File: config.mk
export PLATFORM = sky130hd
export DESIGN_NAME = led_walker
export DESIGN_NICKNAME = d
export VERILOG_FILES = /design/src/rtl/led_walker_pkg.sv /design/src/rtl/req_sync_edge.sv /design/src/rtl/led_walker.sv
export SDC_FILE = /design/constraint.sdc
export NUM_CORES = 1
export LEC_CHECK = 0
export CAP_MARGIN = 20
export CORE_MARGIN = 2
export CORE_UTILIZATION = 48
export DETAILED_ROUTE_END_ITERATION = 8
export GPL_ROUTABILITY_DRIVEN = 0
export GPL_TIMING_DRIVEN = 1
export PLACE_DENSITY = 0.69
export SLEW_MARGIN = 10
export SYNTH_ARGS = -nofsm -noshare
export SYNTH_HDL_FRONTEND = slang
export SYNTH_HIERARCHICAL = 1
export SYNTH_SLANG_ARGS = --single-unit
File: constraint.sdc
create_clock -name i_clk -period 1.8 [get_ports i_clk]
set_input_delay 0.36 -clock i_clk [delete_from_list [all_inputs] [get_ports i_clk]]
set_output_delay 0.36 -clock i_clk [all_outputs]
set_load 0.1 [all_outputs]
File: src/rtl/led_walker_pkg.sv
// Shared types and helpers for the LED walker.
package led_walker_pkg;

   typedef enum logic {
      IDLE = 1'b0,
      WALK = 1'b1
   } walk_state_t;

   typedef enum logic {
      MODE_BOUNCE = 1'b0,
      MODE_WRAP   = 1'b1
   } walk_mode_t;

   // Number of divider strobes that make up one complete pass.
   function automatic int unsigned steps_per_pass(walk_mode_t mode, int unsigned n);
      return (mode == MODE_WRAP) ? n : (2 * n - 2);
   endfunction

endpackage

File: src/rtl/req_sync_edge.sv
// Two-flop synchroniser followed by a registered rising-edge pulse.
module req_sync_edge (
   input  logic i_clk,
   input  logic i_rst,
   input  logic i_async,
   output logic o_pulse
);

   logic r_meta;
   logic r_sync;
   logic r_prev;
   logic r_pulse;

   // Synchronise the raw input and emit one pulse per rising edge.
   always_ff @(posedge i_clk or posedge i_rst) begin
      if (i_rst) begin
         r_meta  <= 1'b0;
         r_sync  <= 1'b0;
         r_prev  <= 1'b0;
         r_pulse <= 1'b0;
      end else begin
         r_meta  <= i_async;
         r_sync  <= r_meta;
         r_prev  <= r_sync;
         r_pulse <= r_sync & ~r_prev;
      end
   end

   assign o_pulse = r_pulse;

endmodule

File: src/rtl/led_walker.sv
// Request-triggered LED walker: bounce or wrap patterns over N LEDs.
module led_walker
   import led_walker_pkg::*;
#(
   parameter int unsigned NUM_LEDS      = 4,
   parameter int unsigned COUNTER_WIDTH = 25,
   parameter int unsigned CYCLES_WIDTH  = 4
) (
   input  logic                    i_clk,
   input  logic                    i_rst,
   input  logic                    i_req,
   input  logic                    i_mode,
   input  logic [CYCLES_WIDTH-1:0] i_cycles,
   input  logic                    i_abort,
   output logic [NUM_LEDS-1:0]     o_led,
   output logic                    o_busy,
   output logic                    o_done
);

   localparam int unsigned POS_W  = (NUM_LEDS > 1) ? $clog2(NUM_LEDS) : 1;
   localparam int unsigned STEP_W = $clog2(2 * NUM_LEDS);

   logic                     w_start;
   logic                     w_stb;
   logic                     w_last_step;
   logic                     w_last_pass;

   walk_state_t              r_state,    w_state_nxt;
   walk_mode_t               r_mode,     w_mode_nxt;
   logic [CYCLES_WIDTH-1:0]  r_passes,   w_passes_nxt;
   logic [CYCLES_WIDTH-1:0]  r_pass_cnt, w_pass_cnt_nxt;
   logic [POS_W-1:0]         r_pos,      w_pos_nxt;
   logic                     r_dir,      w_dir_nxt;
   logic [STEP_W-1:0]        r_step,     w_step_nxt;
   logic [COUNTER_WIDTH-1:0] r_div,      w_div_nxt;
   logic                     r_pending,  w_pending_nxt;
   logic [NUM_LEDS-1:0]      r_led,      w_led_nxt;
   logic                     r_busy,     w_busy_nxt;
   logic                     r_done,     w_done_nxt;

   req_sync_edge u_req_sync (
      .i_clk   (i_clk),
      .i_rst   (i_rst),
      .i_async (i_req),
      .o_pulse (w_start)
   );

   assign w_stb       = &r_div;
   assign w_last_step = (r_step == STEP_W'(steps_per_pass(r_mode, NUM_LEDS) - 32'd1));
   assign w_last_pass = (r_pass_cnt == r_passes - CYCLES_WIDTH'(1));

   // State and datapath registers.
   always_ff @(posedge i_clk or posedge i_rst) begin
      if (i_rst) begin
         r_state    <= IDLE;
         r_mode     <= MODE_BOUNCE;
         r_passes   <= CYCLES_WIDTH'(1);
         r_pass_cnt <= '0;
         r_pos      <= '0;
         r_dir      <= 1'b0;
         r_step     <= '0;
         r_div      <= '0;
         r_pending  <= 1'b0;
         r_led      <= '0;
         r_busy     <= 1'b0;
         r_done     <= 1'b0;
      end else begin
         r_state    <= w_state_nxt;
         r_mode     <= w_mode_nxt;
         r_passes   <= w_passes_nxt;
         r_pass_cnt <= w_pass_cnt_nxt;
         r_pos      <= w_pos_nxt;
         r_dir      <= w_dir_nxt;
         r_step     <= w_step_nxt;
         r_div      <= w_div_nxt;
         r_pending  <= w_pending_nxt;
         r_led      <= w_led_nxt;
         r_busy     <= w_busy_nxt;
         r_done     <= w_done_nxt;
      end
   end

   // Next-state, step sequencing and registered output values.
   always_comb begin
      w_state_nxt    = r_state;
      w_mode_nxt     = r_mode;
      w_passes_nxt   = r_passes;
      w_pass_cnt_nxt = r_pass_cnt;
      w_pos_nxt      = r_pos;
      w_dir_nxt      = r_dir;
      w_step_nxt     = r_step;
      w_div_nxt      = r_div + COUNTER_WIDTH'(1);
      w_pending_nxt  = r_pending;
      w_done_nxt     = 1'b0;

      case (r_state)
         IDLE: begin
            // A pending request restarts after exactly one idle cycle.
            if (r_pending || (w_start && !i_abort)) begin
               w_state_nxt    = WALK;
               w_mode_nxt     = walk_mode_t'(i_mode);
               w_passes_nxt   = (i_cycles == '0) ? CYCLES_WIDTH'(1) : i_cycles;
               w_pass_cnt_nxt = '0;
               w_pos_nxt      = '0;
               w_dir_nxt      = 1'b0;
               w_step_nxt     = '0;
               w_div_nxt      = '0;
               w_pending_nxt  = 1'b0;
            end
         end
         WALK: begin
            if (i_abort) begin
               w_state_nxt   = IDLE;
               w_pending_nxt = 1'b0;
            end else begin
               if (w_start) begin
                  w_pending_nxt = 1'b1;
               end
               if (w_stb) begin
                  if (w_last_step) begin
                     if (w_last_pass) begin
                        w_state_nxt = IDLE;
                        w_done_nxt  = 1'b1;
                     end else begin
                        w_pass_cnt_nxt = r_pass_cnt + CYCLES_WIDTH'(1);
                     end
                     w_step_nxt = '0;
                     w_pos_nxt  = '0;
                     w_dir_nxt  = 1'b0;
                  end else begin
                     w_step_nxt = r_step + STEP_W'(1);
                     if (r_mode == MODE_WRAP || !r_dir) begin
                        if (r_mode == MODE_BOUNCE && r_pos == POS_W'(NUM_LEDS - 1)) begin
                           w_dir_nxt = 1'b1;
                           w_pos_nxt = r_pos - POS_W'(1);
                        end else begin
                           w_pos_nxt = r_pos + POS_W'(1);
                        end
                     end else begin
                        w_pos_nxt = r_pos - POS_W'(1);
                     end
                  end
               end
            end
         end
         default: begin
            w_state_nxt = IDLE;
         end
      endcase

      w_busy_nxt = (w_state_nxt == WALK);
      w_led_nxt  = (w_state_nxt == WALK) ? (NUM_LEDS'(1) << w_pos_nxt) : '0;
   end

   assign o_led  = r_led;
   assign o_busy = r_busy;
   assign o_done = r_done;

endmodule

Word level (Yosys, flattened, before mapping)
Cells that the tools add are included.
{"block": "totals", "register_bits": 51, "input_bits": 9, "out_inout_bits": 6}
{"block": "op_classes", "n_addsub": 7, "n_eq_ne": 11, "shift": 1, "muxes": 44, "bitwise_logic": 4, "n_reduce_logical": 13}
{"op": "two-way mux 25 bit", "n": 2}
{"op": "two-way mux 4 bit", "n": 7}
{"op": "adder 25 x 1 -> 25 bit, second input constant", "n": 1}
{"op": "AND reduction 25 bit", "n": 1}
{"op": "two-way mux 1 bit", "n": 18}
{"op": "two-way mux 2 bit", "n": 7}
{"op": "two-way mux 3 bit", "n": 4}
{"op": "inequality test 2 bit, second input constant", "n": 5}
{"op": "AND reduction 5 bit", "n": 2}
{"op": "inequality test 3 x 2 -> 1 bit, second input constant", "n": 3}
{"op": "case mux 4 bit (2 select lines)", "n": 1}
{"op": "case mux 1 bit (2 select lines)", "n": 3}
{"op": "case mux 3 bit (2 select lines)", "n": 1}
{"op": "adder 4 x 1 -> 4 bit, second input constant", "n": 1}
{"op": "equality test 4 bit", "n": 1}
{"op": "zero test 4 bit", "n": 1}
{"op": "case mux 2 bit (2 select lines)", "n": 1}
{"op": "AND reduction 2 bit", "n": 2}
{"op": "<< shifter 1 x 2 -> 4 bit, first input constant", "n": 1}
{"op": "subtractor 4 x 1 -> 4 bit, second input constant", "n": 1}
{"op": "adder 3 x 1 -> 3 bit, second input constant", "n": 1}
{"op": "equality test 3 bit", "n": 1}
{"op": "inverter 1 bit", "n": 3}
{"op": "AND reduction 3 bit", "n": 1}
{"op": "other kinds (8)", "n": 11}

Longest topological paths before layout
{"block": "logic_depth", "ltp_word": 10, "depth_mapped": 8, "ltp_nobuf": 8}

Modules after synthesis
The synthesis kept the hierarchy.
{"module": "led_walker", "instances": 1, "cells_each": 223, "area_each_um2": 2386.0}
{"module": "req_sync_edge", "instances": 1, "cells_each": 6, "area_each_um2": 117.6}

Worst setup path after synthesis
No wires, ideal clock.
{"block": "synth_path", "path_kind": "register to register", "from": "register o_busy (netlist name)", "to": "register r_led[3], in the netlist o_led[3]", "setup_ps": 120, "t_arrival_ps": 2108, "t_required_ps": 1680, "setup_slack_ps": -428, "stages_incl_launch_ff": 6, "path_cell_list": "dfrtp_1 nand2_1 nor4_2 mux2i_1 nor2_4 and3b_1"}
{"item": "end signal, assigned", "line_no": "led_walker.sv:77", "text": "r_led <= w_led_nxt;"}
{"item": "end, declared", "line_no": "led_walker.sv:37", "text": "logic [NUM_LEDS-1:0] r_led, w_led_nxt;"}

Worst setup path after layout
{"block": "layout_path", "from": "register r_passes[0]", "to": "register r_pass_cnt[2]"}
{"block": "layout_between", "elab_chain_cells": 4}
{"item": "start, declared", "line_no": "led_walker.sv:30", "text": "logic [CYCLES_WIDTH-1:0] r_passes, w_passes_nxt;"}
{"item": "start signal, assigned", "line_no": "led_walker.sv:70", "text": "r_passes <= w_passes_nxt;"}
{"item": "subtractor 4 x 1 -> 4 bit", "line_no": "led_walker.sv:50", "text": "assign w_last_pass = (r_pass_cnt == r_passes - CYCLES_WIDTH'(1));"}
{"item": "equality test 4 bit", "line_no": "led_walker.sv:50"}
{"item": "inequality test 2 bit (no line)"}
{"item": "AND reduction 5 bit (no line)"}
{"item": "end signal, assigned", "line_no": "led_walker.sv:71", "text": "r_pass_cnt <= w_pass_cnt_nxt;"}
{"item": "end, declared", "line_no": "led_walker.sv:31", "text": "logic [CYCLES_WIDTH-1:0] r_pass_cnt, w_pass_cnt_nxt;"}
Every way passes these cells.
A chain may end at the register's enable or synchronous reset.

==> impl_metrics.ini <==
[placed_design]
port_buffers = 14
placedCellCount = 354
place_ws_ns = -0.1809
place_hpwl_um = 3370

[setup_path]
cp_max_fo = 6
critPathArrivalTime_ns = 2.27
worst-r2r-setup-slack_ns = -0.22
path_class = reg -> reg
cp-end-kind = register
cpMaxStageDelayCell = dfstp_2
cp.required_ns = 2.05
cpPeakStageDelay_ns = 0.56
worst_setup_path_start_kind = register
cp_cell_sequence = inv_2, ha_4, xor2_1, nand3_1, o211a_1, o22a_2, a21bo_2, a21oi_2

[clocking]
path_clk_slew_ns = 0.10
clockBufferDepth = 2
htreeDepth = 2
clock-root-buffer = clkbuf_8
worstSkewPairLatency_ns = 0.31
numCtsBuffers = 5
tritoncts = yes
cts_num_sinks = 51

[floorplan]
die_area_sq_um = 5809
rows = 26
ioPinCount = 15
die_width_um = 76.22
chipHeight_um = 76.22
initial_core_util = 0.4933
core_region_area_sq_um = 5075

[drt]
drt-wirelength-per-cell_um = 13.37
drt_wl_total_um = 4906
ant_nets = 0
drt_iter0_drc = 68
via_per_inst = 5.068
dr.pass1.iters = 5
vias = 1860
drc = 0

[logic_synthesis]
ys_ff_latch = 51
synth_cell_type_count = 46
ys_warn_count = 6
syn-mean-instance-area_sq_um = 10.93
syn_nets = 243
synth_top_area_cell = dfrtp_1
synth_top_area_share = 0.4998
synth_edf_count = 0
synthCells = 229
netlist_area_sq_um = 2504
ys_top_cells_by_count = 50 x dfrtp_1, 33 x nor2_1, 14 x nand3_1, 14 x xor2_1, 12 x nand2_1
async_reset_ff_frac = 1.000
synth_ff_type = dfrtp_1
seq_area_frac_synth = 0.5102
synth_most_common_cell = dfrtp_1
synthTopCellsByArea = dfrtp_1 50%, nor2_1 4.9%, xor2_1 4.9%

[status]
violations = negative setup slack
outcome = finished, violations left

[finish]
fin_nets = 310
diodes = 0
fillers = 396
drive_gt1_frac = 0.3805
fin_cells = 367
areaGrowthSynthToFinish_pct = 38.03

[sta]
slew_violations = 0
hold_slack_ns = 0.2600
tightest_slew_ns = 0.3394
min_period_over_period = 1.122
fmax_mhz = 495.3
final.setup.worst_slack_ns = -0.2189
setup_viol = 9
rsz0062_at_grt = yes
finalCriticalPeriod_ns = 2.019
fin_skew_ns = 0.008658
slew-limit-headroom = 0.7721
hold_viol_final = 0

[power_and_ir_drop]
p_leak_nw = 1.642
power-per-cell-area_nw_per_um2 = 901.3
peakVddDrop_mv = 0.8349

[global_routing]
grt_overflow = 0
grt_antenna_before_repair = 0
grt_max_degree = 48
grt_pass1_wl_um = 8459
grt_pass1_vias = 1949
track_usage = 0.1802

[hold_path]
hp-class = in -> async

[job]
maxCapViolations = 0
-- metal layers --
| metal | vias up | share of wire | global-route usage |
|---|---|---|---|
| met2 | 20 | 0.53 | 0.3265 |
| met1 | 905 | 0.43 | 0.2105 |
| li1 | 928 | - | - |
| met5 | - | 0 | 0 |
| met3 | 7 | 0.023 | 0.04147 |
| met4 | 0 | 0.014 | 0.05818 |
-- registers in the layout (all words and copies together), names as in the netlist --
register / count
r_pending: 1
r_div: 25
r_step: 3
r_mode: 1
o_done: 1
u_req_sync/r_meta: 1
r_dir: 1
u_req_sync/r_prev: 1
r_pos: 2
r_passes: 4
r_pass_cnt: 4
u_req_sync/r_sync: 1
u_req_sync/o_pulse: 1
o_busy: 1
o_led: 4
-- critical path: cells and delay by family (launching register included) --
kind	cells	cell delay [ns]
AND/OR/NAND/NOR	1	0.12
buffers and inverters	1	0.05
XOR/XNOR	1	0.14
flip-flops	1	0.56
adder cells (fa/ha/maj)	1	0.25
AO/OA/AOI/OAI	4	0.84
-- cells by family (layout without fill, tap and decap cells) --
logic type	Yosys count	count (layout)	share of synthesized area
flops	51	51	0.5102
simple gates	100	100	0.2474
xor+xnor	26	26	0.09645
mux	6	6	0.02599
compound gates	26	26	0.07147
fa+ha+maj	5	5	0.02499
buf+inv	15	83	0.02349
-- timing repair --
| item | 4_1_cts | 5_1_grt |
|---|---|---|
| hold buffers | 0 | 0 |
| resized for setup | 6 | 21 |
| endpoints found under the setup margin | 11 | 14 |
| hold endpoints to repair | 0 | 0 |
| buffers inserted | 2 | 5 |
| pin swaps | 9 | 6 |
-- report_power, final --
group / total (mW) / switching [mW] / internal, mW
registers: 1.37 / 0.100 / 1.27
logic: 0.807 / 0.383 / 0.423
clock network: 0.939 / 0.385 / 0.554
-- cells in the final DEF (no fill, tap or decap), types with 4 or more instances in the layout --
| cell | Yosys | routed |
|---|---|---|
| nand2_1 | 12 | 11 |
| xnor2_1 | 11 | 11 |
| xor2_1 | 14 | 14 |
| mux2_2 | 4 | 4 |
| clkbuf_8 | 0 | 5 |
| nor2_4 | 1 | 4 |
| buf_4 | 0 | 49 |
| dfrtp_1 | 50 | 49 |
| nor2_1 | 33 | 30 |
| inv_1 | 10 | 8 |
| nand3_1 | 14 | 13 |
| o21ai_0 | 9 | 7 |
| nor4_4 | 2 | 4 |
| buf_12 | 0 | 7 |
| clkdlybuf4s50_1 | 0 | 8 |
-- final timing paths --
path,startpoint,to,depth (start not counted)
hold reg to reg,u_req_sync/r_meta$_DFF_PP0_,u_req_sync/r_sync$_DFF_PP0_,0
setup / recovery,r_passes[0]$_DFFE_PP1P_,r_pass_cnt[2]$_DFFE_PP0P_,8
max in group asynchronous,i_rst,r_passes[0]$_DFFE_PP1P_,3
hold / removal,i_rst,u_req_sync/r_meta$_DFF_PP0_,2
setup reg to reg,r_passes[0]$_DFFE_PP1P_,r_pass_cnt[2]$_DFFE_PP0P_,8
min in group i_clk,u_req_sync/r_meta$_DFF_PP0_,u_req_sync/r_sync$_DFF_PP0_,0
-- cell type report --
| class | instances | area (sq um) | area share |
|---|---|---|---|
| timing repair buffer | 65 | 599.3 | 0.1734 |
| clock buffer | 5 | 68.82 | 0.01991 |
| multi-input combinational | 163 | 1316 | 0.3809 |
| clock inverter | 3 | 67.56 | 0.01955 |
| sequential | 51 | 1279 | 0.3700 |
| tap | 70 | 87.58 | 0.02534 |
| inverter | 10 | 37.54 | 0.01086 |
-- stage by stage --
| step | area (sq um) | TNS [ns] | power (mW) | utilization |
|---|---|---|---|---|
| final | 3456 | -1.235 | 3.115 | 0.6810 |
| after floorplan | 2544 | -0.6060 | 1.789 | - |
| after CTS | 3339 | -0.4475 | 3.049 | 0.6580 |
| after global placement | 3164 | -0.8307 | 2.028 | 0.6235 |
| after detailed placement | 3164 | -1.281 | 2.055 | 0.6235 |
| after global routing | 3456 | -2.145 | 3.291 | 0.6810 |
Note: power is estimated with default switching activity, not from simulation.
